[config.mk]
export PLATFORM = sky130hd
export DESIGN_NAME = fmdll_frame_counter_flat
export DESIGN_NICKNAME = d
export VERILOG_FILES = /design/src/rtl/fmdll_frame_counter_if.sv /design/src/rtl/fmdll_frame_counter.sv /design/src/flat_wrapper.sv
export SDC_FILE = /design/constraint.sdc
export NUM_CORES = 1
export LEC_CHECK = 0
export CORE_MARGIN = 1
export CORE_UTILIZATION = 35
export CTS_BUF_LIST = sky130_fd_sc_hd__clkbuf_8
export CTS_CLUSTER_DIAMETER = 30
export DETAILED_ROUTE_END_ITERATION = 6
export HOLD_SLACK_MARGIN = 0.15
export PLACE_DENSITY = 0.66
export REMOVE_ABC_BUFFERS = 1
export SLEW_MARGIN = 25
export SYNTH_ARGS = -nofsm -noshare
export SYNTH_HDL_FRONTEND = slang
export SYNTH_SLANG_ARGS = --single-unit
[constraint.sdc]
create_clock -name clk_out -period 2.6 [get_ports clk_out]
set_input_delay 0.39 -clock clk_out [delete_from_list [all_inputs] [get_ports clk_out]]
set_output_delay 0.39 -clock clk_out [all_outputs]
set_load 0.02 [all_outputs]
[src/rtl/fmdll_frame_counter_if.sv]
// Bus between the FMDLL frame counter and its user (select logic / config).
// The master drives the reference clock sample, enable and the N/M config;
// the slave (the counter) returns the counters, divider strobes and lock status.
interface fmdll_frame_counter_if #(
  parameter int N_W = 4,
  parameter int M_W = 2
);
  logic           clk_ext;
  logic           en;
  logic [N_W-1:0] N;
  logic [M_W-1:0] M;
  logic [N_W-1:0] N_counter;
  logic [M_W-1:0] M_counter;
  logic           DIV_N;
  logic           DIV_M;
  logic           locked;
  logic           phase_err;

  modport master (
    output clk_ext, en, N, M,
    input  N_counter, M_counter, DIV_N, DIV_M, locked, phase_err
  );

  modport slave (
    input  clk_ext, en, N, M,
    output N_counter, M_counter, DIV_N, DIV_M, locked, phase_err
  );
endinterface

[src/rtl/fmdll_frame_counter.sv]
// Cycle/frame counter running on the FMDLL output clock. Counts N cycles per
// sub-frame and M sub-frames per frame, aligns frame start to rising edges of
// the synchronised reference clock and reports lock / phase errors.
module fmdll_frame_counter #(
  parameter int N_W         = 4,
  parameter int M_W         = 2,
  parameter int SYNC_STAGES = 2,
  parameter int LOCK_FRAMES = 2
) (
  input  logic                  clk_out,
  input  logic                  rst_n,
  fmdll_frame_counter_if.slave  bus
);
  localparam int LC_W = $clog2(LOCK_FRAMES + 1);

  typedef enum logic {IDLE, RUN} state_t;

  state_t                 state_reg, state_next;
  logic [N_W-1:0]         n_cnt_reg, n_cnt_next;
  logic [M_W-1:0]         m_cnt_reg, m_cnt_next;
  logic [N_W-1:0]         n_s_reg, n_s_next;
  logic [M_W-1:0]         m_s_reg, m_s_next;
  logic [LC_W-1:0]        lock_cnt_reg, lock_cnt_next;
  logic                   locked_reg, locked_next;
  logic                   phase_err_reg, phase_err_next;
  logic                   div_n_reg, div_n_next;
  logic                   div_m_reg, div_m_next;
  logic [SYNC_STAGES-1:0] sync_reg;
  logic                   ext_prev_reg;

  logic                   ext_rise;
  logic                   boundary;
  logic                   realign;
  logic                   frame_start;
  logic [N_W-1:0]         n_load;
  logic [M_W-1:0]         m_load;

  // A programmed value of 0 means "one" so a sub-frame / frame is never empty.
  assign n_load   = (bus.N == '0) ? N_W'(1) : bus.N;
  assign m_load   = (bus.M == '0) ? M_W'(1) : bus.M;

  // Rising edge of the reference clock, seen after the synchroniser.
  assign ext_rise = sync_reg[SYNC_STAGES-1] & ~ext_prev_reg;

  // Natural frame boundary: last cycle of the last sub-frame.
  assign boundary = (n_cnt_reg == n_s_reg) && (m_cnt_reg == m_s_reg);

  // clk_ext synchroniser chain plus edge-detect history flop.
  always_ff @(posedge clk_out or negedge rst_n) begin
    if (!rst_n) begin
      sync_reg     <= '0;
      ext_prev_reg <= 1'b0;
    end else begin
      if (SYNC_STAGES > 1) begin
        sync_reg <= {sync_reg[SYNC_STAGES-2:0], bus.clk_ext};
      end else begin
        sync_reg <= SYNC_STAGES'(bus.clk_ext);
      end
      ext_prev_reg <= sync_reg[SYNC_STAGES-1];
    end
  end

  // State, counters, shadow config and registered outputs.
  always_ff @(posedge clk_out or negedge rst_n) begin
    if (!rst_n) begin
      state_reg     <= IDLE;
      n_cnt_reg     <= '0;
      m_cnt_reg     <= '0;
      n_s_reg       <= N_W'(1);
      m_s_reg       <= M_W'(1);
      lock_cnt_reg  <= '0;
      locked_reg    <= 1'b0;
      phase_err_reg <= 1'b0;
      div_n_reg     <= 1'b0;
      div_m_reg     <= 1'b0;
    end else begin
      state_reg     <= state_next;
      n_cnt_reg     <= n_cnt_next;
      m_cnt_reg     <= m_cnt_next;
      n_s_reg       <= n_s_next;
      m_s_reg       <= m_s_next;
      lock_cnt_reg  <= lock_cnt_next;
      locked_reg    <= locked_next;
      phase_err_reg <= phase_err_next;
      div_n_reg     <= div_n_next;
      div_m_reg     <= div_m_next;
    end
  end

  // Next-state: counting, alignment/lock tracking and divider strobes.
  always_comb begin
    state_next     = state_reg;
    n_cnt_next     = n_cnt_reg;
    m_cnt_next     = m_cnt_reg;
    n_s_next       = n_s_reg;
    m_s_next       = m_s_reg;
    lock_cnt_next  = lock_cnt_reg;
    locked_next    = locked_reg;
    phase_err_next = 1'b0;
    realign        = 1'b0;
    frame_start    = 1'b0;

    case (state_reg)
      IDLE: begin
        n_cnt_next    = '0;
        m_cnt_next    = '0;
        lock_cnt_next = '0;
        locked_next   = 1'b0;
        if (bus.en) begin
          state_next  = RUN;
          frame_start = 1'b1;
        end
      end
      RUN: begin
        if (!bus.en) begin
          // Disable wins over any alignment event in the same cycle.
          state_next    = IDLE;
          n_cnt_next    = '0;
          m_cnt_next    = '0;
          lock_cnt_next = '0;
          locked_next   = 1'b0;
        end else begin
          if (!locked_reg) begin
            if (ext_rise) begin
              // Acquire: every reference edge restarts the frame; edges that
              // already land on a boundary count towards lock.
              realign = 1'b1;
              if (boundary) begin
                lock_cnt_next = lock_cnt_reg + LC_W'(1);
                if (lock_cnt_reg + LC_W'(1) == LC_W'(LOCK_FRAMES)) begin
                  locked_next = 1'b1;
                end
              end else begin
                lock_cnt_next = '0;
              end
            end else if (boundary) begin
              lock_cnt_next = '0;
            end
          end else if (ext_rise != boundary) begin
            // Lost alignment: flag it, drop lock and keep free-running.
            phase_err_next = 1'b1;
            locked_next    = 1'b0;
            lock_cnt_next  = '0;
          end

          if (realign || boundary) begin
            frame_start = 1'b1;
          end else if (n_cnt_reg == n_s_reg) begin
            n_cnt_next = N_W'(1);
            m_cnt_next = m_cnt_reg + M_W'(1);
          end else begin
            n_cnt_next = n_cnt_reg + N_W'(1);
          end
        end
      end
      default: begin
        state_next = IDLE;
      end
    endcase

    // New frame: restart counters and pick up the current N/M.
    if (frame_start) begin
      n_cnt_next = N_W'(1);
      m_cnt_next = M_W'(1);
      n_s_next   = n_load;
      m_s_next   = m_load;
    end

    div_n_next = (state_next == RUN) && (n_cnt_next == n_s_next);
    div_m_next = div_n_next && (m_cnt_next == m_s_next);
  end

  assign bus.N_counter = n_cnt_reg;
  assign bus.M_counter = m_cnt_reg;
  assign bus.DIV_N     = div_n_reg;
  assign bus.DIV_M     = div_m_reg;
  assign bus.locked    = locked_reg;
  assign bus.phase_err = phase_err_reg;
endmodule
[src/flat_wrapper.sv]
// flat-port wrapper written by rule: the top's interface ports become plain ports
module fmdll_frame_counter_flat 
#(
  parameter int N_W         = 4,
  parameter int M_W         = 2,
  parameter int SYNC_STAGES = 2,
  parameter int LOCK_FRAMES = 2
)
  (clk_out, rst_n, bus_clk_ext, bus_en, bus_N, bus_M, bus_N_counter, bus_M_counter, bus_DIV_N, bus_DIV_M, bus_locked, bus_phase_err);
  fmdll_frame_counter_if #(.N_W(N_W), .M_W(M_W)) bus_i ();
  input  logic clk_out;
  input  logic rst_n;
  input wire logic [$bits(bus_i.clk_ext)-1:0] bus_clk_ext;
  input wire logic [$bits(bus_i.en)-1:0] bus_en;
  input wire logic [$bits(bus_i.N)-1:0] bus_N;
  input wire logic [$bits(bus_i.M)-1:0] bus_M;
  output wire logic [$bits(bus_i.N_counter)-1:0] bus_N_counter;
  output wire logic [$bits(bus_i.M_counter)-1:0] bus_M_counter;
  output wire logic [$bits(bus_i.DIV_N)-1:0] bus_DIV_N;
  output wire logic [$bits(bus_i.DIV_M)-1:0] bus_DIV_M;
  output wire logic [$bits(bus_i.locked)-1:0] bus_locked;
  output wire logic [$bits(bus_i.phase_err)-1:0] bus_phase_err;
  assign bus_i.clk_ext = bus_clk_ext;
  assign bus_i.en = bus_en;
  assign bus_i.N = bus_N;
  assign bus_i.M = bus_M;
  assign bus_N_counter = bus_i.N_counter;
  assign bus_M_counter = bus_i.M_counter;
  assign bus_DIV_N = bus_i.DIV_N;
  assign bus_DIV_M = bus_i.DIV_M;
  assign bus_locked = bus_i.locked;
  assign bus_phase_err = bus_i.phase_err;
  fmdll_frame_counter #(.N_W(N_W), .M_W(M_W), .SYNC_STAGES(SYNC_STAGES), .LOCK_FRAMES(LOCK_FRAMES)) u_core (.clk_out(clk_out), .rst_n(rst_n), .bus(bus_i));
endmodule
==> results list <==
- Result of the run: completed
* Flop pwr share: 0.496
- The worst hold path belongs to the class reg2reg.
- Summed over all layers, the routed wires come to 2.57 mm.
- Placed wire-length estimate after detailed placement: 1.97 mm
- The count of endpoints failing hold in the final timing report is 0.
* Layout net count: 158
- The analysis attributes to cell leakage a power of 0.000627 uW.
- Clock-pin slew was measured on the worst setup and hold paths at 80 ps.
* Clock H-tree levels: 1
- For met1 alone, demand over resource in global routing was 0.235.
- In this run the worst path has a maximum fanout of 9.
- First drt pass iteration count: 4
* Remaining global-route overflow: 0
- Entering global routing, the biggest net connects 23 pins.
* Overall die area: 3810 um2
- Met3 track demand over resource in global routing: 0.0248
- Kind of start point of the critical path: register
- Initial antenna violation count: 0
- Of the synthesized area, sequential elements account for 0.442.
- Power density of the placed cells: 533 nW/um2
* Initial DRC count: 28
- Of the total power, the share spent switching nets is 0.309.
* Maximum cell stage delay along the critical path: 580 ps
* Internal cell power: 573 uW
- Final weighted congestion in routability-driven placement: 0.913
- Root buffer selected by CTS: sky130_fd_sc_hd__clkbuf_8
- Peak VDD IR: 0.000321 V
* DRC errors left: 0
- Kind of critical path: reg2reg
* Number of buffer cells added on primary ports: 19
- Sum of internal, switching and leakage power: 829 uW
* Maximum operating frequency: 0.443 GHz
- TritonCTS clock tree: built
* GRT Total Usage: 0.168
- Cell breakdown of the critical path: xnor2_2 -> and4_1 -> nor2_2 -> a221oi_2 -> xor2_1 -> o2111a_2 -> nor2b_4
- Avg Cell Area, Syn: 10.4 um2
- The die is 61.8 um tall.
- Antenna diode count: 0
- For this run, the number of Yosys warnings is 0.
* Buffer levels on the longest clock path: 2
- The first global-routing pass estimated 4.50 mm of wire.
- Vias after detailed routing: 995
- For this configuration, the core starts out at a cell density of 0.369.
- Proportion of power drawn by the clock network: 0.258
* Logic gate share of total power: 0.246
- Gate count after technology mapping: 120
* Setup repair after global routing missed its margin: no
* Endpoint class of the critical path: register
- The number of global-route vias before repair came to 972.
- Transition time of the tightest slew-check pin: 503 ps
* Vias per std cell: 5.21
- Setup bufs post-CTS: 0
- The core region is 3390 um2.
- CP Data Arrival Time: 2460 ps
- In the finished design, the share of the clock period the worst path needs comes to 0.868.
* Overall die width: 61.8 um
* Hold buffer count at CTS: 0
- Synthesis inferred 22 register bits.
- Post-DRT Antenna Nets: 0
- In the synthesized netlist the dominant register cell turns out to be sky130_fd_sc_hd__dfrtp_1.
* Number of fill cells in the layout: 323
* Number of max-cap violations: 0
* Worst-path cell with the longest stage delay: sky130_fd_sc_hd__dfstp_2
* Area added between synthesis and finish: 24.5%
* Clock latency reported for the late side of the worst-skew pair: 260 ps
* Area of the mapped netlist: 1250 um2
- Share of post-route cells with drive strength above 1: 0.159
* Post-layout min period: 2260 ps
- Gates resized during post-CTS repair numbered 0.
- In the final timing run, aggregate negative setup slack is 0 ps.
* Required time at the endpoint of the critical path: 2800 ps
- Fin Hold WS: 352 ps
- The floorplan has 21 rows.
- Net switching power: 256 uW
* Worst slew margin relative to its limit: 0.661
- Counting flops with a built-in enable in the synthesized netlist gives 0.
- Setup violations remaining at the end of the flow were counted as 0.
- Most crowded layer after global routing: met2
- For this design the top-level I/O count stands at 20.
- Fin. max-slew vios: 0
- Number of different library cells in the post-synthesis netlist: 44
* Final clock skew: 0.899 ps
- TritonCTS Buffers: 3
* Global routing usage on met2: 0.240
- After detailed routing, the average wire length per cell comes to 13.5 um.
* Clock sink count: 22
- In the synthesized netlist the async set-or-reset flop fraction comes to 1.00.
==> area by class of cell <==
cell class / count / area, um2 / share of cell area
multi-input combinational: 90 / 658 / 0.423
sequential: 22 / 553 / 0.355
timing repair buffer: 23 / 220 / 0.141
tap: 46 / 57.6 / 0.0370
clock buffer: 3 / 41.3 / 0.0265
inverter: 6 / 22.5 / 0.0145
clock inverter: 1 / 3.75 / 0.00241
==> critical path, delay by kind of cell, from the launching register on <==
| family | cells | cell delay [ps] |
|---|---|---|
| xor+xnor | 2 | 310 |
| flops | 1 | 580 |
| simple gates | 3 | 700 |
| compound gates | 2 | 590 |
==> per-layer routing <==
layer | vias up | wire length, um
met5 | - | 0
met4 | 0 | 87
met3 | 6 | 71
met2 | 28 | 1120
met1 | 481 | 1300
li1 | 480 | -
==> layout by cell type (no fill, tap or decap), types with 3 or more instances in the layout <==
master,Yosys,layout
sky130_fd_sc_hd__xnor2_1,6,6
sky130_fd_sc_hd__inv_1,6,7
sky130_fd_sc_hd__a21oi_1,9,9
sky130_fd_sc_hd__clkdlybuf4s50_1,0,19
sky130_fd_sc_hd__nor3b_1,4,4
sky130_fd_sc_hd__o21ai_1,5,5
sky130_fd_sc_hd__buf_4,0,4
sky130_fd_sc_hd__o21ai_0,3,3
sky130_fd_sc_hd__xor2_1,4,4
sky130_fd_sc_hd__nand3_1,3,3
sky130_fd_sc_hd__dfrtp_1,20,20
sky130_fd_sc_hd__nor2_1,9,9
sky130_fd_sc_hd__clkbuf_8,0,3
sky130_fd_sc_hd__nand2_1,8,8
==> path summary, 6_finish.rpt <==
kind | cells after the start | slack, ps | startpoint | to
min | 0 | 350 | u_core.sync_reg[0] | u_core.sync_reg[1]
max in group asynchronous | 2 | 1850 | rst_n | u_core.n_s_reg[0]
max reg2reg | 7 | 340 | u_core.n_s_reg[0] | u_core.bus.DIV_M
min reg2reg | 0 | 350 | u_core.sync_reg[0] | u_core.sync_reg[1]
max | 7 | 340 | u_core.n_s_reg[0] | u_core.bus.DIV_M
min in group asynchronous | 2 | 470 | rst_n | u_core.sync_reg[0]
==> logic make-up (layout without fill, tap and decap cells) <==
logic type	count (synthesis)	after routing	synth area share
AND/OR/NAND/NOR	43	43	0.202
AO/OA/AOI/OAI	29	29	0.169
flip-flops	22	22	0.442
XOR/XNOR	13	13	0.109
buffers and inverters	8	33	0.0310
multiplexers	3	3	0.0260
adder cells (fa/ha/maj)	2	2	0.0200
==> cell usage after synthesis (2+ instances only) <==
cell type                  count  area (um2)
sky130_fd_sc_hd__dfrtp_1      20         500
sky130_fd_sc_hd__xnor2_2       2        32.5
sky130_fd_sc_hd__nand2_1       8        30.0
sky130_fd_sc_hd__nor3b_1       4        30.0
sky130_fd_sc_hd__ha_1          2        25.0
sky130_fd_sc_hd__a21oi_1       9        45.0
sky130_fd_sc_hd__and3_1        2        12.5
sky130_fd_sc_hd__o21ai_0       3        15.0
sky130_fd_sc_hd__nor2b_1       2        12.5
sky130_fd_sc_hd__a21boi_0      2        15.0
sky130_fd_sc_hd__nor3_1        2        10.0
sky130_fd_sc_hd__nand3_1       3        15.0
sky130_fd_sc_hd__xor2_1        4        35.0
sky130_fd_sc_hd__dfstp_2       2        52.6
sky130_fd_sc_hd__xnor2_1       6        52.6
sky130_fd_sc_hd__o21ai_1       5        25.0
sky130_fd_sc_hd__inv_1         6        22.5
sky130_fd_sc_hd__a221oi_2      2        30.0
sky130_fd_sc_hd__nor2_1        9        33.8
sky130_fd_sc_hd__nand2b_1      2        12.5
sky130_fd_sc_hd__mux2_1        2        22.5
==> power by group through the flow <==
| stage | Combinational [uW] | Sequential [uW] | Clock (uW) |
|---|---|---|---|
| after floorplan | 134 | 413 | 0 |
| after global placement | 199 | 417 | 0 |
| after detailed placement | 203 | 418 | 0 |
| after CTS | 204 | 411 | 222 |
| after global routing | 226 | 416 | 245 |
| final | 204 | 411 | 214 |
==> stage by stage <==
step | setup WS, ps | area (um2) | utilization | cells
floorplan | 502 | 1230 | - | 118
global placement | 202 | 1510 | 0.446 | 187
CTS | 348 | 1560 | 0.459 | 191
global route | 154 | 1560 | 0.459 | 191
finish | 344 | 1560 | 0.459 | 191
detailed placement | 83.9 | 1510 | 0.446 | 187
Note: power is estimated with default switching activity, not from simulation.
